File: src/rtl/bus_arbiter_2m_pkg.sv
// bus_arbiter_2m_pkg: shared FSM encoding, bus mode values and default widths
package bus_arbiter_2m_pkg;
  typedef enum logic {ST_IDLE = 1'b0, ST_BUSY = 1'b1} state_t;
  localparam logic MODE_READ = 1'b0;
  localparam logic MODE_WRITE = 1'b1;
  localparam int ADDR_W_DEF = 32;
  localparam int DATA_W_DEF = 32;
endpackage

File: src/rtl/bus_arbiter_2m_if.sv
// bus_arbiter_2m_if: two-master request side plus the single slave port of the arbiter
interface bus_arbiter_2m_if
  import bus_arbiter_2m_pkg::*;
#(
  parameter int ADDR_W = ADDR_W_DEF,
  parameter int DATA_W = DATA_W_DEF
);
  logic [2*ADDR_W-1:0] m_addr;
  logic [2*DATA_W-1:0] m_wdata;
  logic [1:0] m_mode;
  logic [1:0] m_valid;
  logic [1:0] m_rready;
  logic [1:0] m_wready;
  logic [1:0] m_rvalid;
  logic [DATA_W-1:0] m_rdata;
  logic [1:0] m_err;
  logic [ADDR_W-1:0] s_addr;
  logic [DATA_W-1:0] s_wdata;
  logic s_mode;
  logic s_valid;
  logic s_rready;
  logic s_wready;
  logic s_rvalid;
  logic [DATA_W-1:0] s_rdata;
  logic [1:0] gnt;
  modport slave (
    input m_addr, m_wdata, m_mode, m_valid, m_rready, s_wready, s_rvalid, s_rdata,
    output m_wready, m_rvalid, m_rdata, m_err, s_addr, s_wdata, s_mode, s_valid, s_rready, gnt
  );
  modport master (
    output m_addr, m_wdata, m_mode, m_valid, m_rready, s_wready, s_rvalid, s_rdata,
    input m_wready, m_rvalid, m_rdata, m_err, s_addr, s_wdata, s_mode, s_valid, s_rready, gnt
  );
endinterface

File: src/rtl/bus_arbiter_2m_rr_arb2.sv
// rr_arb2: two-input round-robin picker, ptr selects the winner only on contention
module rr_arb2 (
  input  logic [1:0] req,
  input  logic       ptr,
  output logic [1:0] gnt
);
  always_comb begin
    gnt = &req ? (ptr ? 2'b10 : 2'b01) : (req[0] ? 2'b01 : (req[1] ? 2'b10 : 2'b00));
  end
endmodule

File: src/rtl/bus_arbiter_2m.sv
// bus_arbiter_2m: whole-transaction round-robin arbiter of two masters onto one slave with timeout release
module bus_arbiter_2m
  import bus_arbiter_2m_pkg::*;
#(
  parameter int ADDR_W = ADDR_W_DEF,
  parameter int DATA_W = DATA_W_DEF,
  parameter int TMO_CYC = 255
) (
  input logic clk,
  input logic rst,
  bus_arbiter_2m_if.slave bus
);
  state_t state, state_nx;
  logic [1:0] pick, gnt_q, err_q;
  logic rr_ptr, g, busy, act, done, abort, tmo;
  logic [7:0] tmo_cnt;
  rr_arb2 u_rr (.req(bus.m_valid), .ptr(rr_ptr), .gnt(pick));
  assign g = gnt_q[1];
  assign busy = state == ST_BUSY;
  assign act = busy & ~rst;
  // done outranks abort, which outranks timeout, so a late completion never raises m_err
  assign done = busy & (bus.m_mode[g] == MODE_WRITE ? bus.m_valid[g] & bus.s_wready
                                                     : bus.s_rvalid & bus.m_rready[g]);
  assign abort = busy & ~bus.m_valid[g] & ~done;
  assign tmo = busy & ~done & ~abort & (tmo_cnt == 8'(TMO_CYC - 1));
  always_ff @(posedge clk) begin
    if (rst) state <= ST_IDLE;
    else state <= state_nx;
  end
  always_ff @(posedge clk) begin
    if (rst) begin
      gnt_q <= 2'b00;
      rr_ptr <= 1'b0;
      tmo_cnt <= 8'd0;
      err_q <= 2'b00;
    end else begin
      gnt_q <= state_nx == ST_BUSY ? (busy ? gnt_q : pick) : 2'b00;
      rr_ptr <= done | tmo ? ~g : rr_ptr;
      tmo_cnt <= busy && state_nx == ST_BUSY ? tmo_cnt + 8'd1 : 8'd0;
      err_q <= tmo ? gnt_q : 2'b00;
    end
  end
  always_comb begin
    state_nx = busy ? (done | abort | tmo ? ST_IDLE : ST_BUSY)
                    : (|bus.m_valid ? ST_BUSY : ST_IDLE);
  end
  always_comb begin
    bus.s_addr = act ? (g ? bus.m_addr[2*ADDR_W-1:ADDR_W] : bus.m_addr[ADDR_W-1:0]) : '0;
    bus.s_wdata = act ? (g ? bus.m_wdata[2*DATA_W-1:DATA_W] : bus.m_wdata[DATA_W-1:0]) : '0;
    bus.s_mode = act & bus.m_mode[g];
    bus.s_valid = act & bus.m_valid[g];
    bus.s_rready = act & bus.m_rready[g];
    bus.m_wready = act & bus.s_wready ? gnt_q : 2'b00;
    bus.m_rvalid = act & bus.s_rvalid ? gnt_q : 2'b00;
    bus.m_rdata = bus.s_rdata;
    bus.m_err = err_q;
    bus.gnt = gnt_q;
  end
endmodule

File: src/flat_wrapper.sv
// flat-port wrapper written by rule: the top's interface ports become plain ports
module bus_arbiter_2m_flat import bus_arbiter_2m_pkg::*;
#(
  parameter int ADDR_W = ADDR_W_DEF,
  parameter int DATA_W = DATA_W_DEF,
  parameter int TMO_CYC = 255
)
  (clk, rst, bus_m_addr, bus_m_wdata, bus_m_mode, bus_m_valid, bus_m_rready, bus_s_wready, bus_s_rvalid, bus_s_rdata, bus_m_wready, bus_m_rvalid, bus_m_rdata, bus_m_err, bus_s_addr, bus_s_wdata, bus_s_mode, bus_s_valid, bus_s_rready, bus_gnt);
  bus_arbiter_2m_if #(.ADDR_W(ADDR_W), .DATA_W(DATA_W)) bus_i ();
  input logic clk;
  input logic rst;
  input wire logic [$bits(bus_i.m_addr)-1:0] bus_m_addr;
  input wire logic [$bits(bus_i.m_wdata)-1:0] bus_m_wdata;
  input wire logic [$bits(bus_i.m_mode)-1:0] bus_m_mode;
  input wire logic [$bits(bus_i.m_valid)-1:0] bus_m_valid;
  input wire logic [$bits(bus_i.m_rready)-1:0] bus_m_rready;
  input wire logic [$bits(bus_i.s_wready)-1:0] bus_s_wready;
  input wire logic [$bits(bus_i.s_rvalid)-1:0] bus_s_rvalid;
  input wire logic [$bits(bus_i.s_rdata)-1:0] bus_s_rdata;
  output wire logic [$bits(bus_i.m_wready)-1:0] bus_m_wready;
  output wire logic [$bits(bus_i.m_rvalid)-1:0] bus_m_rvalid;
  output wire logic [$bits(bus_i.m_rdata)-1:0] bus_m_rdata;
  output wire logic [$bits(bus_i.m_err)-1:0] bus_m_err;
  output wire logic [$bits(bus_i.s_addr)-1:0] bus_s_addr;
  output wire logic [$bits(bus_i.s_wdata)-1:0] bus_s_wdata;
  output wire logic [$bits(bus_i.s_mode)-1:0] bus_s_mode;
  output wire logic [$bits(bus_i.s_valid)-1:0] bus_s_valid;
  output wire logic [$bits(bus_i.s_rready)-1:0] bus_s_rready;
  output wire logic [$bits(bus_i.gnt)-1:0] bus_gnt;
  assign bus_i.m_addr = bus_m_addr;
  assign bus_i.m_wdata = bus_m_wdata;
  assign bus_i.m_mode = bus_m_mode;
  assign bus_i.m_valid = bus_m_valid;
  assign bus_i.m_rready = bus_m_rready;
  assign bus_i.s_wready = bus_s_wready;
  assign bus_i.s_rvalid = bus_s_rvalid;
  assign bus_i.s_rdata = bus_s_rdata;
  assign bus_m_wready = bus_i.m_wready;
  assign bus_m_rvalid = bus_i.m_rvalid;
  assign bus_m_rdata = bus_i.m_rdata;
  assign bus_m_err = bus_i.m_err;
  assign bus_s_addr = bus_i.s_addr;
  assign bus_s_wdata = bus_i.s_wdata;
  assign bus_s_mode = bus_i.s_mode;
  assign bus_s_valid = bus_i.s_valid;
  assign bus_s_rready = bus_i.s_rready;
  assign bus_gnt = bus_i.gnt;
  bus_arbiter_2m #(.ADDR_W(ADDR_W), .DATA_W(DATA_W), .TMO_CYC(TMO_CYC)) u_core (.clk(clk), .rst(rst), .bus(bus_i));
endmodule
File: config.mk
export PLATFORM = sky130hd
export DESIGN_NAME = bus_arbiter_2m_flat
export DESIGN_NICKNAME = d
export VERILOG_FILES = /design/src/rtl/bus_arbiter_2m_pkg.sv /design/src/rtl/bus_arbiter_2m_if.sv /design/src/rtl/bus_arbiter_2m_rr_arb2.sv /design/src/rtl/bus_arbiter_2m.sv /design/src/flat_wrapper.sv
export SDC_FILE = /design/constraint.sdc
export NUM_CORES = 1
export LEC_CHECK = 0
export ABC_AREA = 1
export CAP_MARGIN = 0
export CORE_AREA = 3 3 107 109
export CTS_CLUSTER_DIAMETER = 200
export DETAILED_ROUTE_END_ITERATION = 10
export DIE_AREA = 0 0 110 112
export PLACE_DENSITY = 0.68
export SLEW_MARGIN = 20
export SYNTH_ARGS = -nofsm -noshare
export SYNTH_HDL_FRONTEND = slang
export SYNTH_SLANG_ARGS = --single-unit
File: constraint.sdc
create_clock -name clk -period 3.3 [get_ports clk]
set_input_delay 0.33 -clock clk [delete_from_list [all_inputs] [get_ports clk]]
set_output_delay 0.33 -clock clk [all_outputs]
set_load 0.005 [all_outputs]
==> reports/qor_table.md <==
| Quantity | Reported |
|:---|:---|
| H-tree Lvls | 1 |
| Antenna violations before repair | 0 |
| Areal power density over the cells | 196.6 nW/um^2 |
| Unrepaired setup endpoints after global routing | no |
| Port Buf Inserts | 212 |
| Final HPWL from detailed placement | 6.901 mm |
| Count of inserted antenna diode cells | 0 |
| Synthesis warning total | 0 |
| Layout net count | 684 |
| Maximum number of pins on one net before global-route repair | 73 |
| Worst setup timing slack at the placement stage | 0.9370 ns |
| Kind of critical path | input port to output port |
| Yosys top cell by area | nand2_1 |
| Maximum vdd drop | 96.90 uV |
| Number of failing hold endpoints at the final stage | 0 |
| Critical Path RT | 2.97 ns |
| Mapped Area | 1927 sq um |
| Initial cell density of the core | 18.01% |
| Largest cells by area after synthesis | nand2_1, a21oi_1, dfxtp_1 |
| R2R depth | 7 |
| R2R setup slack | 1.52 ns |
| Number of max-cap violations | 0 |
| Library cell with the highest instance count after synthesis | nand2_1 |
| Crit path capture type | output port |
| Wire length per cell after detailed routing | 13.16 microns |
| Global-route wire length before repair | 13.10 mm |
| Register bit count reported by yosys | 14 |
| Total Negative Setup Slacks | 0 ns |
| Leakage Power | 1.537 nW |
| Fill count | 1134 |
| Util after Layout | 36.95% |
| Most frequently used flop master after synthesis | dfxtp_1 |
| Post-Route Skew | 0.004878 ns |
| CTS Sinks | 14 |
| Vias in the first global route | 2748 |
| Setup Buffers After CTS | 0 |
| Hold path endpoint | u_core.tmo_cnt[0]$_SDFF_PP0_ |
| Share of synthesized registers carrying an async set or reset | 0% |
| Max frequency | 0.4210 GHz |
| Synthesized area per cell | 5.553 sq um |
| Part of the Yosys area used for sequential elements | 14.55% |
| Setup WS post-layout | 0.9247 ns |
| Largest buffer count on any clock path | 2 |
| Remaining antenna violation count | 0 |
| Growth of design area from synthesis to finish | 105.1% |
| Count of cell types in the netlist | 28 |
| Share of cells above drive strength 1 | 5.675% |
| Final Critical Period | 2.375 ns |
| Number of synthesized flops with an enable pin | 0 |
| Detailed Routing Iterations Pass 1 | 4 |
| Number of placement rows | 38 |
| Total core area | 10700 sq um |
| Clock buffers created by TritonCTS | 3 |
| Top-area cell type share of the netlist area | 28.44% |
| Count of hold buffers inserted by post-cts repair | 0 |
| Outcome | complete, no violations |
| Synthesized instance count | 347 |
| GRT Overall Usage | 13.02% |
| Class of the most critical hold timing path | flip-flop to flip-flop |
| Highest fanout seen on the critical path | 40 |
| Die Span Y | 112 microns |
| Syn Nets | 519 |
| Die span in x | 110 microns |
| Detailed-route via count | 2755 |
| Critical hold path startpoint | u_core.tmo_cnt[0]$_SDFF_PP0_ |
| Worst slew margin relative to its limit | 61.70% |
| Launch instance of the worst register-to-register path | u_core.bus.gnt[1]$_SDFFE_PP0N_ |
| Post-DR vias/cell | 4.232 |
| Clock network latency to the later pin of the worst-skew pair | 0.25 ns |
| Crit share post-route | 71.98% |
| Total grt overflow | 0 |
| Overall die area | 12320 sq um |
| Total wirelength of the detailed-routed design | 8.565 mm |
| Cell types with the highest counts after synthesis | nand2_1, a21oi_1, buf_4, dfxtp_1, inv_1 |
| Finish-stage setup viols | 0 |
| Actual transition at the worst max-transition pin | 0.5685 ns |
| Clock root cell | clkbuf_8 |
| Iteration-0 DRC Markers | 141 |
| Critical Path AT | 2.05 ns |
| Drt drc | 0 |
| Nature of the critical path startpoint | input port |
| Weighted congestion at the end of routability-driven global placement | 0.7961 |
| Number of I/O pins | 277 |
| Clock tree from TritonCTS | done |
| Final max-slew violation count | 0 |
| Clock slew at reported path FFs | 0.06 ns |
| Total power | 777.0 uW |
| Number of gates resized after cts | 0 |
| Worst Hold Depth | 1 |
| Worst R2R End | u_core.bus.gnt[0]$_SDFFE_PP0N_ |
-- cell type report --
| cell class | instances | area, sq um | share of cell area (%) |
|---|---|---|---|
| timing repair buffer | 216 | 2152 | 54.45 |
| multi-input combinational | 263 | 1231 | 31.15 |
| clock buffer | 4 | 55.05 | 1.393 |
| inverter | 14 | 57.56 | 1.456 |
| sequential | 14 | 281.5 | 7.123 |
| tap | 140 | 175.2 | 4.432 |
-- layer usage --
layer | global-route usage [%] | up-vias | share of wire, %
met2 | 23.06 | 159 | 49
met5 | 0 | - | 0
met4 | 3.990 | 0 | 2.1
li1 | - | 1399 | -
met1 | 14.64 | 1178 | 38
met3 | 4.058 | 19 | 11
-- cells by family after synthesis --
logic type                 synth area share [%]
xor gates and xnor gates                  2.273
adders and majority gates                 1.298
AOI/OAI and AO/OA                         20.20
DFF                                       14.55
and+or+nand+nor                           40.13
buffers and inverters                     21.56
-- report_power, final --
part           internal, mW  total [mW]  switching, mW  leakage, nW
Sequential            0.175       0.182        0.00706        0.114
Combinational         0.264       0.427          0.163         1.39
Clock                 0.106       0.168         0.0627       0.0288
Total                 0.544       0.777          0.233         1.54
-- sequential cells by signal, summed over array words and instances, names as in the netlist --
register          flops
u_core.bus.m_err      2
u_core.bus.gnt        2
u_core.busy           1
u_core.rr_ptr         1
u_core.tmo_cnt        8
-- cell usage in the layout (no fill, tap or decap), drive strengths merged --
| cell | netlist | routed |
|---|---|---|
| a21oi | 68 | 68 |
| clkbuf | 6 | 4 |
| nand3 | 8 | 8 |
| clkdlybuf4s50 | 0 | 212 |
| xnor2 | 3 | 3 |
| nand4 | 1 | 1 |
| nor3b | 1 | 1 |
| nand2 | 149 | 149 |
| a22oi | 2 | 2 |
| xor2 | 2 | 2 |
| nand3b | 1 | 1 |
| nor2 | 18 | 18 |
| dfxtp | 14 | 14 |
| buf | 50 | 4 |
| inv | 14 | 14 |
| nor3 | 5 | 5 |
| ha | 2 | 2 |
| o21ai | 3 | 3 |
-- worst max path at each step --
stage                                               from              to  slack, ns  depth (start not counted)
final                                                rst  bus_s_addr[20]       0.92                          6
after global placement                               rst  bus_s_addr[20]       0.92                          6
after CTS                                            rst  bus_s_addr[20]       0.92                          6
after global routing                                 rst  bus_s_addr[20]       0.78                          6
after detailed placement                             rst  bus_s_addr[20]       0.94                          6
after floorplan           u_core.bus.gnt[1]$_SDFFE_PP0N_  bus_s_addr[10]       1.90                          6
-- worst max-delay path, cell delays in order --
cell and delay, ns:
clkdlybuf4s50_1 0.42, inv_1 0.10, nand2_2 0.11, buf_4 0.28
a21oi_1 0.21, clkdlybuf4s50_1 0.56
-- stage by stage --
| step | cells | area, sq um | hold slack [ns] |
|---|---|---|---|
| 2_1_floorplan | 347 | 1927 | 0.4387 |
| 3_3_place_gp | 647 | 3897 | 0.4535 |
| 3_5_place_dp | 647 | 3897 | 0.4635 |
| 4_1_cts | 651 | 3953 | 0.4879 |
| 5_1_grt | 651 | 3953 | 0.5180 |
| 6_report | 651 | 3953 | 0.4826 |
Note: power is estimated with default switching activity, not from simulation.
==> edit: new RTL, config.mk and constraints unchanged <==
`ADDR_W_DEF`: 32 -> 24.
--- a/src/rtl/bus_arbiter_2m_pkg.sv
+++ b/src/rtl/bus_arbiter_2m_pkg.sv
@@ -3,7 +3,7 @@
   typedef enum logic {ST_IDLE = 1'b0, ST_BUSY = 1'b1} state_t;
   localparam logic MODE_READ = 1'b0;
   localparam logic MODE_WRITE = 1'b1;
-  localparam int ADDR_W_DEF = 32;
+  localparam int ADDR_W_DEF = 24;
   localparam int DATA_W_DEF = 32;
 endpackage
 
Interface: changed (resized bus_m_addr and bus_s_addr); port bits go from 277 to 253. The function was not compared with the original's and may differ.
==> edit against the original RTL <==
Area after synthesis decreased by 6.4%. Worst setup slack got worse by 210 ps. Power decreased by 6.0%. Wire length decreased by 13%. Via count decreased by 8.0%. Clock skew decreased by 4.2 ps. Sequential cell count unchanged. Cell area decreased by 8.8%.
==> edit: results (changes against the original RTL) <==
----------------------------------------------------
[Status]
  Run status ... completed

[Final layout]
  Fraction of layout instances using a drive strength above 1 ... 5.42% (-0.25 points)
  N_diodes ... 0 (unchanged)
  Flip-flop count of the largest register after layout ... 8 (unchanged)
  Fillcell total ... 1152 (+1.6%)
  Largest register by flop count ... u_core.tmo_cnt
  Nets ... 618 (-9.6%)

[CTS]
  H-tree levels ... 1 (unchanged)
  Clk slew on worst S/H paths ... 60 ps (about the same)
  Number of buffers added by the clock tree synthesis step ... 3 (unchanged)
  Gates resized, CTS repair ... 0 (unchanged)
  Clock Tree Root ... clkbuf_8
  Insertion delay of the later-clocked pin in the worst-skew pair ... approximately 240 ps
  Largest buffer count on any clock path ... 2 (unchanged)

[Global routing]
  GRT Total Usage ... 11.3% (-1.7 points)
  Antenna violations before repair ... 0 (unchanged)
  Largest net degree at the start of global routing ... 65 (-11%)
  First-pass GRT wire length ... 11300 um (-14%)
  Vias in the first global route ... 2510 (-8.7%)

[Hold path]
  Number of stages on the worst hold path ... 2 (+1)
  HP Start ... u_core.tmo_cnt[7]$_SDFF_PP0_
  Worst Hold Endpoint ... u_core.tmo_cnt[7]$_SDFF_PP0_

[Synth]
  Part of the Yosys area used for sequential elements ... 15.5% (+0.99 points)
  Most used standard cells in the synthesized netlist ... nand2_1 (132), a21oi_1 (58), buf_4 (32)
  Primary flip-flop cell chosen by synthesis mapping ... dfxtp_1
  Ranking of synthesized cells by area ... nand2_1 (27%), a21oi_1 (16%), dfxtp_1 (16%)
  Synth unique cells ... 28 (unchanged)
  Net count after synthesis ... 476 (-8.3%)
  Post-Synthesis Mean Instance Area ... 5.64 um^2 (+1.5%)

[Setup path]
  Critical-path top delay cell ... dfxtp_2
  Termination of the worst setup path ... bus_s_addr[5]
  Critical path's largest stage delay ... 670 ps (+110 ps)
  Kind of cell adding the most delay to the critical path ... buffers and inverters
  Depth of the worst register-to-register path ... 6 (-1)
  Maximum fanout encountered on the critical timing path ... 37 (-7.5%)
  Arrival time worst endpoint ... 2250 ps (+200 ps)
  Worst setup path start ... u_core.bus.gnt[1]$_SDFFE_PP0N_
  Reg-to-reg setup timing slack ... 1130 ps (-390 ps)

[Place]
  Hpwl dp ... 6030 um (-13%)
  Setup slack at placement ... 704 ps (-233 ps)
  Weighted congestion reported at the end of routability-driven placement ... 0.804 (+1.0%)
  Cells after DPL ... 597 (-7.7%)
  IO buf count ... 188 (-11%)

[Route]
  Drt total wl ... 7490 um (-13%)
  Number of iterations in the first detailed-routing pass ... 4 (unchanged)
  Via density per instance ... 4.22 (-0.33%)
  DRC marker count from the first detailed-route iteration ... 75 (-47%)
  Post-detailed-route wirelength per cell ... 12.5 um (-5.3%)

[Pwr]
  Pleak ... 0.00140 uW (-9.1%)
  Switching power as a share of total power ... 29.4% (-0.55 points)
  Max rail drop VDD ... 0.138 mV (+42%)

[STA]
  Worst clock skew ... 0.716 ps (-4.16 ps)
  Normalized max-slew margin ... 59.0% (-2.7 points)
  Minimum period implied by the final worst setup slack ... 2580 ps (+209 ps)

----------------------------------------------------
-- edit: tightest hold or removal path: stages (launching register included) --
cell and delay, ps:
dfxtp_1 310, nand2_1 70, a21oi_2 50
-- edit: routing by layer --
metal | vias up | global-route usage (%) | share of wire (%)
met1 | 1096 | 11.9 | 37
met3 | 20 | 4.70 | 13
met5 | - | 0 | 0
met2 | 156 | 20.0 | 47
met4 | 0 | 4.07 | 2.6
li1 | 1263 | - | -
-- edit: logic make-up (layout without fill, tap and decap cells) --
| kind of cell | Yosys count | after routing | synth area share (%) |
|---|---|---|---|
| and+or+nand+nor | 167 | 167 | 39.3 |
| buffers and inverters | 67 | 208 | 22.1 |
| AOI/OAI and AO/OA | 65 | 65 | 19.3 |
| DFF | 14 | 14 | 15.5 |
| xor gates and xnor gates | 5 | 5 | 2.43 |
| adders and majority gates | 2 | 2 | 1.39 |
-- edit: through the flow --
step | hold slack (ps) | cell area (um^2) | util, % | total power [uW]
2_1_floorplan | 439 | 1800 | - | 347
3_3_place_gp | 453 | 3550 | 33.2 | 565
3_5_place_dp | 466 | 3550 | 33.2 | 569
4_1_cts | 475 | 3600 | 33.7 | 740
5_1_grt | 498 | 3600 | 33.7 | 778
6_report | 473 | 3600 | 33.7 | 730
-- edit: area by class of cell --
| class | instances | share of cell area [%] |
|---|---|---|
| multi-input cells | 239 | 31.2 |
| flip-flops and latches | 14 | 7.81 |
| well taps | 140 | 4.86 |
| repair buffers | 190 | 53.0 |
| inverters | 14 | 1.60 |
| clock buffers | 4 | 1.53 |
-- edit: power groups by stage --
stage               Clock [uW]  Combinational [uW]  Sequential [uW]
global route               178                 410              189
global placement             0                 374              191
detailed placement           0                 377              191
finish                     167                 376              188
CTS                        172                 379              188
floorplan                    0                 166              181
